### src/rtl/extreme_tracker_pkg.sv
// Shared types and constants for the running min/max tracker.
package extreme_tracker_pkg;

  typedef enum logic [1:0] {
    ST_IDLE  = 2'd0,
    ST_FIRST = 2'd1,
    ST_RUN   = 2'd2,
    ST_DONE  = 2'd3
  } state_e;

  localparam logic MODE_MIN = 1'b0;
  localparam logic MODE_MAX = 1'b1;

endpackage

### src/rtl/extreme_tracker_if.sv
// Sample stream in, frame result out, for the extreme tracker.
interface extreme_tracker_if #(
  parameter int unsigned WIDTH = 2,
  parameter int unsigned CNT_W = 4
) ();

  logic             in_start;
  logic             in_select;
  logic             in_valid;
  logic [WIDTH-1:0] in_data;
  logic             in_ready;
  logic             out_valid;
  logic [WIDTH-1:0] out_extreme;
  logic [CNT_W-1:0] out_updates;
  logic             out_busy;

  modport master (
    output in_start, in_select, in_valid, in_data,
    input  in_ready, out_valid, out_extreme, out_updates, out_busy
  );

  modport slave (
    input  in_start, in_select, in_valid, in_data,
    output in_ready, out_valid, out_extreme, out_updates, out_busy
  );

endinterface

### src/rtl/cmp_lt_gt.sv
// Combinational unsigned compare of candidate a against stored b.
module cmp_lt_gt #(
  parameter int unsigned WIDTH = 2
) (
  input  logic [WIDTH-1:0] a,
  input  logic [WIDTH-1:0] b,
  output logic             lt,
  output logic             gt
);

  assign lt = (a < b);
  assign gt = (a > b);

endmodule

### src/rtl/extreme_tracker.sv
// Tracks the min or max of a COUNT_N-sample frame and counts how often the extreme was replaced.
module extreme_tracker
  import extreme_tracker_pkg::*;
#(
  parameter int unsigned WIDTH   = 2,
  parameter int unsigned COUNT_N = 8,
  parameter int unsigned CNT_W   = 4
) (
  input logic              clk,
  input logic              reset,
  extreme_tracker_if.slave bus
);

  state_e           state_q;
  logic             mode_q;
  logic [CNT_W-1:0] cnt_q;
  logic [WIDTH-1:0] extreme_q;
  logic [CNT_W-1:0] updates_q;
  logic             ready_q;
  logic             valid_q;
  logic             busy_q;

  logic lt, gt, better, accept;

  cmp_lt_gt #(
    .WIDTH (WIDTH)
  ) u_cmp (
    .a  (bus.in_data),
    .b  (extreme_q),
    .lt (lt),
    .gt (gt)
  );

  assign better = (mode_q == MODE_MAX) ? gt : lt;
  assign accept = bus.in_valid && ready_q;

  assign bus.in_ready    = ready_q;
  assign bus.out_valid   = valid_q;
  assign bus.out_extreme = extreme_q;
  assign bus.out_updates = updates_q;
  assign bus.out_busy    = busy_q;

  // All outputs are registered; ready/valid/busy are set on the transition into each state.
  always_ff @(posedge clk) begin
    if (reset) begin
      state_q   <= ST_IDLE;
      mode_q    <= MODE_MIN;
      cnt_q     <= '0;
      extreme_q <= '0;
      updates_q <= '0;
      ready_q   <= 1'b0;
      valid_q   <= 1'b0;
      busy_q    <= 1'b0;
    end else begin
      case (state_q)
        ST_IDLE: begin
          if (bus.in_start) begin
            mode_q    <= bus.in_select;
            cnt_q     <= '0;
            updates_q <= '0;
            ready_q   <= 1'b1;
            busy_q    <= 1'b1;
            state_q   <= ST_FIRST;
          end
        end
        ST_FIRST: begin
          if (accept) begin
            extreme_q <= bus.in_data;
            cnt_q     <= CNT_W'(1);
            if (COUNT_N == 1) begin
              ready_q <= 1'b0;
              valid_q <= 1'b1;
              state_q <= ST_DONE;
            end else begin
              state_q <= ST_RUN;
            end
          end
        end
        ST_RUN: begin
          if (accept) begin
            if (better) begin
              extreme_q <= bus.in_data;
              updates_q <= updates_q + CNT_W'(1);
            end
            cnt_q <= cnt_q + CNT_W'(1);
            // cnt_q still holds the count before this sample
            if (cnt_q == CNT_W'(COUNT_N - 1)) begin
              ready_q <= 1'b0;
              valid_q <= 1'b1;
              state_q <= ST_DONE;
            end
          end
        end
        ST_DONE: begin
          valid_q <= 1'b0;
          busy_q  <= 1'b0;
          state_q <= ST_IDLE;
        end
        default: state_q <= ST_IDLE;
      endcase
    end
  end

endmodule

### src/flat_wrapper.sv
// flat-port wrapper written by rule: the top's interface ports become plain ports
module extreme_tracker_flat import extreme_tracker_pkg::*;
#(
  parameter int unsigned WIDTH   = 2,
  parameter int unsigned COUNT_N = 8,
  parameter int unsigned CNT_W   = 4
)
  (clk, reset, bus_in_start, bus_in_select, bus_in_valid, bus_in_data, bus_in_ready, bus_out_valid, bus_out_extreme, bus_out_updates, bus_out_busy);
  extreme_tracker_if #(.WIDTH(WIDTH), .CNT_W(CNT_W)) bus_i ();
  input logic clk;
  input logic reset;
  input wire logic [$bits(bus_i.in_start)-1:0] bus_in_start;
  input wire logic [$bits(bus_i.in_select)-1:0] bus_in_select;
  input wire logic [$bits(bus_i.in_valid)-1:0] bus_in_valid;
  input wire logic [$bits(bus_i.in_data)-1:0] bus_in_data;
  output wire logic [$bits(bus_i.in_ready)-1:0] bus_in_ready;
  output wire logic [$bits(bus_i.out_valid)-1:0] bus_out_valid;
  output wire logic [$bits(bus_i.out_extreme)-1:0] bus_out_extreme;
  output wire logic [$bits(bus_i.out_updates)-1:0] bus_out_updates;
  output wire logic [$bits(bus_i.out_busy)-1:0] bus_out_busy;
  assign bus_i.in_start = bus_in_start;
  assign bus_i.in_select = bus_in_select;
  assign bus_i.in_valid = bus_in_valid;
  assign bus_i.in_data = bus_in_data;
  assign bus_in_ready = bus_i.in_ready;
  assign bus_out_valid = bus_i.out_valid;
  assign bus_out_extreme = bus_i.out_extreme;
  assign bus_out_updates = bus_i.out_updates;
  assign bus_out_busy = bus_i.out_busy;
  extreme_tracker #(.WIDTH(WIDTH), .COUNT_N(COUNT_N), .CNT_W(CNT_W)) u_core (.clk(clk), .reset(reset), .bus(bus_i));
endmodule
### config.mk
export PLATFORM = sky130hd
export DESIGN_NAME = extreme_tracker_flat
export DESIGN_NICKNAME = d
export VERILOG_FILES = /design/src/rtl/extreme_tracker_pkg.sv /design/src/rtl/extreme_tracker_if.sv /design/src/rtl/cmp_lt_gt.sv /design/src/rtl/extreme_tracker.sv /design/src/flat_wrapper.sv
export SDC_FILE = /design/constraint.sdc
export NUM_CORES = 1
export LEC_CHECK = 0
export CAP_MARGIN = 20
export CORE_MARGIN = 1
export CORE_UTILIZATION = 51
export DETAILED_ROUTE_END_ITERATION = 12
export PLACE_DENSITY = 0.78
export SYNTH_ARGS = -nofsm -noshare
export SYNTH_HDL_FRONTEND = slang
export SYNTH_HIERARCHICAL = 1
export SYNTH_SLANG_ARGS = --single-unit
### constraint.sdc
create_clock -name clk -period 2.6 [get_ports clk]
set_input_delay 0.52 -clock clk [delete_from_list [all_inputs] [get_ports clk]]
set_output_delay 0.52 -clock clk [all_outputs]
set_load 0.01 [all_outputs]
==> results_dict.tcl, run 1 <==
set metrics [dict create \
    layout_utilization_pct 66.60 \
    synth_xor_area_share_pct 0 \
    drt_wirelength_mm 2.062 \
    synth_simple_gate_area_share_pct 23.69 \
    netlist_area_um2 955.9 \
    worst_slack_ns 0.2409 \
    root_buffer_master "clkbuf_4" \
    worst_skew_pair.late_latency_ns 0.28 \
    overflow 0 \
    detail_route.first_pass.iterations 4 \
    worstHoldPathType "register to register" \
    violation_count_after_the_first_detailed_route_iteration 40 \
    io-pin-count 16 \
    ctsHoldBuffers 0 \
    clk_transition_reported_paths_ns 0.10 \
    netlist.area_leader.share_pct 33.51 \
    cts_setup_buffers 0 \
    fillerInstances 152 \
    grt_pass1_wl_mm 3.236 \
    postCtsResizedCells 0 \
    tritoncts "yes" \
    synthesis.area_per_instance_um2 8.770 \
    ys_seq_elements 16 \
    post_drt_wl_per_cell_um 13.66 \
    synth_enable_flop_cells 0 \
    floorplan.initialDensity_pct 54.77 \
    die_height_um 45.30 \
    grtUsageTotal_pct 21.95 \
    synth-compound-area-share_pct 20.55 \
    synth_most_common_cell "dfxtp_1" \
    yosys.area_share.adder_pct 13.09 \
    end_kind "register" \
    synthDominantAreaCellType "dfxtp_1" \
    synthToLayoutAreaGrowth_pct 21.60 \
    grt_setup_unrepaired "no" \
    status "completed" \
    full_die_area_um2 2052 \
    htreeDepth 1 \
    maxCapViolCount 0 \
    max-vdd-ir-drop_uv 667.8 \
    final-setup-viol-count 0 \
    num-nets-final 144 \
    synthMuxAreaShare_pct 5.236 \
    buffer_ports.inserted 15 \
    largest_family_of_logic_cells_by_synthesized_area "simple AND/OR/NAND/NOR gates" \
    cts_buffers 3 \
    synth_common_cells "dfxtp_1, nor2_1, ha_1" \
    setup.worst_path.class "input port to register" \
    worst_slew_margin_pct 57.91 \
    post-place-ws_ns -0.02329 \
    routedLengthMet1_um 981 \
    place_congestion 0.7592 \
    worst-slew-pin-transition_ns 0.6294 \
    syn_nets 126 \
    post-route-min-period_ns 2.359 \
    synth_top_cells_by_area "dfxtp_1, ha_1, nor2_1, mux2i_1, a21oi_1" \
    antenna_found_initial 0 \
    clock_skew_ns 0.003960 \
    floorplan.rows 15 \
    tritoncts_num_sinks 16 \
    post_synth_num_cell_types 33 \
    met3RoutedLength_um 122 \
    crit_arrival_ns 2.52 \
    synthArstFlopShare_pct 0 \
    finalCritPeriodShare_pct 90.73 \
    drc_violations_left 0 \
    timing.critical_path.fanout_max 3 \
    final_hold_vios 0 \
    die_width_um 45.30 \
    drive_gt1_share_pct 7.143 \
    synth_cells 109 \
    grt_start_max_net_pins 18 \
    via_count_of_the_first_global_routing_pass 751 \
    synth.yosys.warnings 6 \
    slew_violations 0 \
    cp-start-kind "input port" \
    dr_wl_met2_um 943 \
    synth_seq_area_share_pct 33.51 \
    critPathRequiredTime_ns 2.76 \
    core_um2 1745 \
    final_antenna_net_count 0 \
    p_total_mw 1.077 \
    antenna-diode-count 0 \
    p_leak_nw 0.4450 \
    vias 860 \
    power-per-cell-area_nw_per_um2 926.2 \
    fmax_ghz 0.4239 \
    ys_flop_type "dfxtp_1" \
    ctsLongestPathBuffers 2 \
    routed.top_layer "met4" \
    timing.hold.ws_ns 0.4787 \
    drt-vias-per-instance 5.695 \
    post-dp-hpwl_mm 1.419 \
]
[where the power goes]
part	switching (mW)	total, mW	internal [mW]
registers	0.0453	0.330	0.285
clock network	0.0797	0.165	0.0852
logic	0.333	0.581	0.248
[cell type report]
cell class	instances	area [um^2]	area share, %
multi-input combinational	85	598.1	51.45
inverter	5	18.77	1.615
sequential	16	320.3	27.56
tap	25	31.28	2.691
clock buffer	4	36.28	3.122
timing repair buffer	16	157.7	13.56
[per-stage QoR]
step	instance area, um^2	setup TNS, ns	instances
floorplan	955.9	0	109
global placement	1126	0	147
detailed placement	1126	-0.03349	147
CTS	1162	0	151
global route	1162	0	151
finish	1162	0	151
[path summary, 6_finish.rpt]
path,startpoint,endpoint,slack (ns),depth (start not counted)
worst max-delay path,bus_in_data[1],u_core/bus.out_extreme[0],0.24,9
worst min-delay path,u_core/cnt_q[1],u_core/cnt_q[1],0.48,2
worst max register to register,u_core/state_q[0],u_core/bus.in_ready,0.45,6
worst min register to register,u_core/cnt_q[1],u_core/cnt_q[1],0.48,2
[kinds of logic after synthesis]
kind of cell,count (synthesis)
buf+inv,8
compound gates,26
simple gates,44
mux,5
flops,16
fa+ha+maj,10
[critical path: stages]
cell and delay [ns]:
clkdlybuf4s50_1 0.43, ha_1 0.34, nor2b_4 0.15, a2bb2oi_2 0.12, mux2i_1 0.36, a211oi_1 0.14, buf_4 0.18, mux2i_1 0.22
nor2_1 0.06
[sequential cells by signal, summed over array words and instances (netlist names)]
name,count
u_core/bus.out_updates,4
u_core/cnt_q,4
u_core/bus.out_extreme,2
u_core/state_q,2
u_core/bus.in_ready,1
u_core/bus.out_busy,1
u_core/bus.out_valid,1
u_core/mode_q,1
[cells in the final DEF (no fill, tap or decap), types with 4 or more instances in the layout]
| cell type | instances |
|---|---|
| a211oi_1 | 4 |
| a21oi_1 | 9 |
| clkdlybuf4s50_1 | 15 |
| dfxtp_1 | 16 |
| ha_1 | 10 |
| inv_1 | 4 |
| mux2i_1 | 5 |
| nand2_1 | 8 |
| nand3_1 | 4 |
| nor2_1 | 15 |
| o21ai_0 | 4 |
[metal layers]
metal	vias up	track usage [%]
met5	-	0
met4	0	7.273
met3	2	3.600
met2	28	35.07
met1	404	29.90
li1	426	-
(Power assumes the default switching activity.)
==> run 2, diff against run 1 <==
--- a/config.mk
+++ b/config.mk
@@ -6,7 +6,7 @@
 export NUM_CORES = 1
 export LEC_CHECK = 0
 export CAP_MARGIN = 20
-export CORE_MARGIN = 1
+export CORE_MARGIN = 3
 export CORE_UTILIZATION = 51
 export DETAILED_ROUTE_END_ITERATION = 12
 export PLACE_DENSITY = 0.78
==> results_dict.tcl, run 2 (synthesized netlist as in run 1, its figures left out) <==
set metrics [dict create \
    clock_skew_ns 0.003341 \
    root_buffer_master "clkbuf_4" \
    maxCapViolCount 0 \
    antenna-diode-count 0 \
    cp-start-kind "input port" \
    postCtsResizedCells 0 \
    antenna_found_initial 0 \
    grt_pass1_wl_mm 3.208 \
    buffer_ports.inserted 15 \
    vias 845 \
    die_height_um 49.30 \
    grt_setup_unrepaired "no" \
    worst-slew-pin-transition_ns 0.6005 \
    place_congestion 0.7657 \
    post-route-min-period_ns 2.315 \
    io-pin-count 16 \
    ctsLongestPathBuffers 2 \
    final_hold_vios 0 \
    highest_count_cells_in_the_layout_ignoring_fill_and_taps "dfxtp_1, clkdlybuf4s50_1, nor2_1" \
    critical_path.top_delay_family "compound AO/OA/AOI/OAI gates" \
    power-per-cell-area_nw_per_um2 928.0 \
    critPathSlowestCell "a2111o_1" \
    floorplan.initialDensity_pct 54.77 \
    final_antenna_net_count 0 \
    clk_transition_reported_paths_ns 0.10 \
    p_leak_nw 0.4450 \
    drt_wirelength_mm 1.991 \
    cts_setup_buffers 0 \
    fillerInstances 155 \
    end_kind "register" \
    crit_arrival_ns 2.47 \
    htreeDepth 1 \
    status "completed" \
    timing.critical_path.fanout_max 3 \
    fmax_ghz 0.4319 \
    drc_violations_left 0 \
    grt_start_max_net_pins 18 \
    core_um2 1745 \
    floorplan.rows 15 \
    commonest_non_fill_non_tap_cell_in_the_layout "dfxtp_1" \
    worst_skew_pair.late_latency_ns 0.29 \
    violation_count_after_the_first_detailed_route_iteration 21 \
    critPathRequiredTime_ns 2.76 \
    worstHoldPathType "register to register" \
    final-setup-viol-count 0 \
    ctsHoldBuffers 0 \
    slew_violations 0 \
    timing.hold.ws_ns 0.4727 \
    critical_path.cell_chain "clkdlybuf4s50_1 > ha_1 > nor2b_4 > a2bb2oi_2 > mux2i_1 > a2111o_1 > o21ai_0 > a21oi_1" \
    full_die_area_um2 2430 \
    worst_slack_ns 0.2849 \
    tritoncts "yes" \
    max-vdd-ir-drop_uv 680.7 \
    post_drt_wl_per_cell_um 13.19 \
    num-nets-final 144 \
    worstPathBufferInverterCount 1 \
    post-place-cells 147 \
    tritoncts_num_sinks 16 \
    critical_path.max_stage_delay_ns 0.49 \
    layout.area.seq_um2 320.3 \
    final_cell_count_no_fill 151 \
    post-place-ws_ns -0.008032 \
    detail_route.first_pass.iterations 4 \
    setup.worst_path.class "input port to register" \
    p_total_mw 1.079 \
    cts_buffers 3 \
    post-dp-hpwl_mm 1.483 \
    multi_input_comb_area_um2 598.1 \
    finalCritPeriodShare_pct 89.04 \
    synthToLayoutAreaGrowth_pct 21.60 \
    drive_gt1_share_pct 7.143 \
    worst_slew_margin_pct 59.84 \
    drt-vias-per-instance 5.596 \
    die_width_um 49.30 \
    grtUsageTotal_pct 17.37 \
    overflow 0 \
    via_count_of_the_first_global_routing_pass 739 \
]
run 2: per-layer routing:
metal	vias to the layer above	routed length, um	global-route usage (%)
met5	-	0	0
met4	0	37	8.531
met3	4	109	4.893
met2	20	880	26.79
met1	395	963	21.99
li1	426	-	-
run 2: final cells by class:
cell class              instances  share of cell area (%)
well taps                      25                   2.691
flip-flops and latches         16                   27.56
inverters                       5                   1.615
repair buffers                 16                   13.56
multi-input cells              85                   51.45
clock buffers                   4                   3.122
run 2: path summary, 6_finish.rpt:
check	startpoint	to	slack [ns]	cells past startpoint
worst min-delay path	u_core/cnt_q[1]	u_core/cnt_q[1]	0.47	2
worst max register to register	u_core/state_q[0]	u_core/bus.out_updates[2]	0.53	6
worst min register to register	u_core/cnt_q[1]	u_core/cnt_q[1]	0.47	2
worst max-delay path	bus_in_data[1]	u_core/bus.out_updates[2]	0.28	8
run 2: report_power, final:
| part | switching [mW] | leakage [nW] | total [mW] | internal [mW] |
|---|---|---|---|---|
| clock network | 0.0857 | 0.0210 | 0.171 | 0.0853 |
| logic | 0.330 | 0.294 | 0.578 | 0.248 |
| registers | 0.0446 | 0.130 | 0.329 | 0.285 |
run 2: metrics by stage:
step           utilization [%]  TNS [ns]  area (um^2)
2_1_floorplan                -         0        955.9
3_3_place_gp             64.52         0         1126
3_5_place_dp             64.52  -0.01439         1126
4_1_cts                  66.60         0         1162
5_1_grt                  66.60         0         1162
6_report                 66.60         0         1162
run 2: worst register-to-register path: cells and delay by family (launching register included):
kind,cells,cell delay (ns)
buffers and inverters,1,0.11
flip-flops,1,0.42
adder cells (fa/ha/maj),1,0.40
AO/OA/AOI/OAI,4,1.00
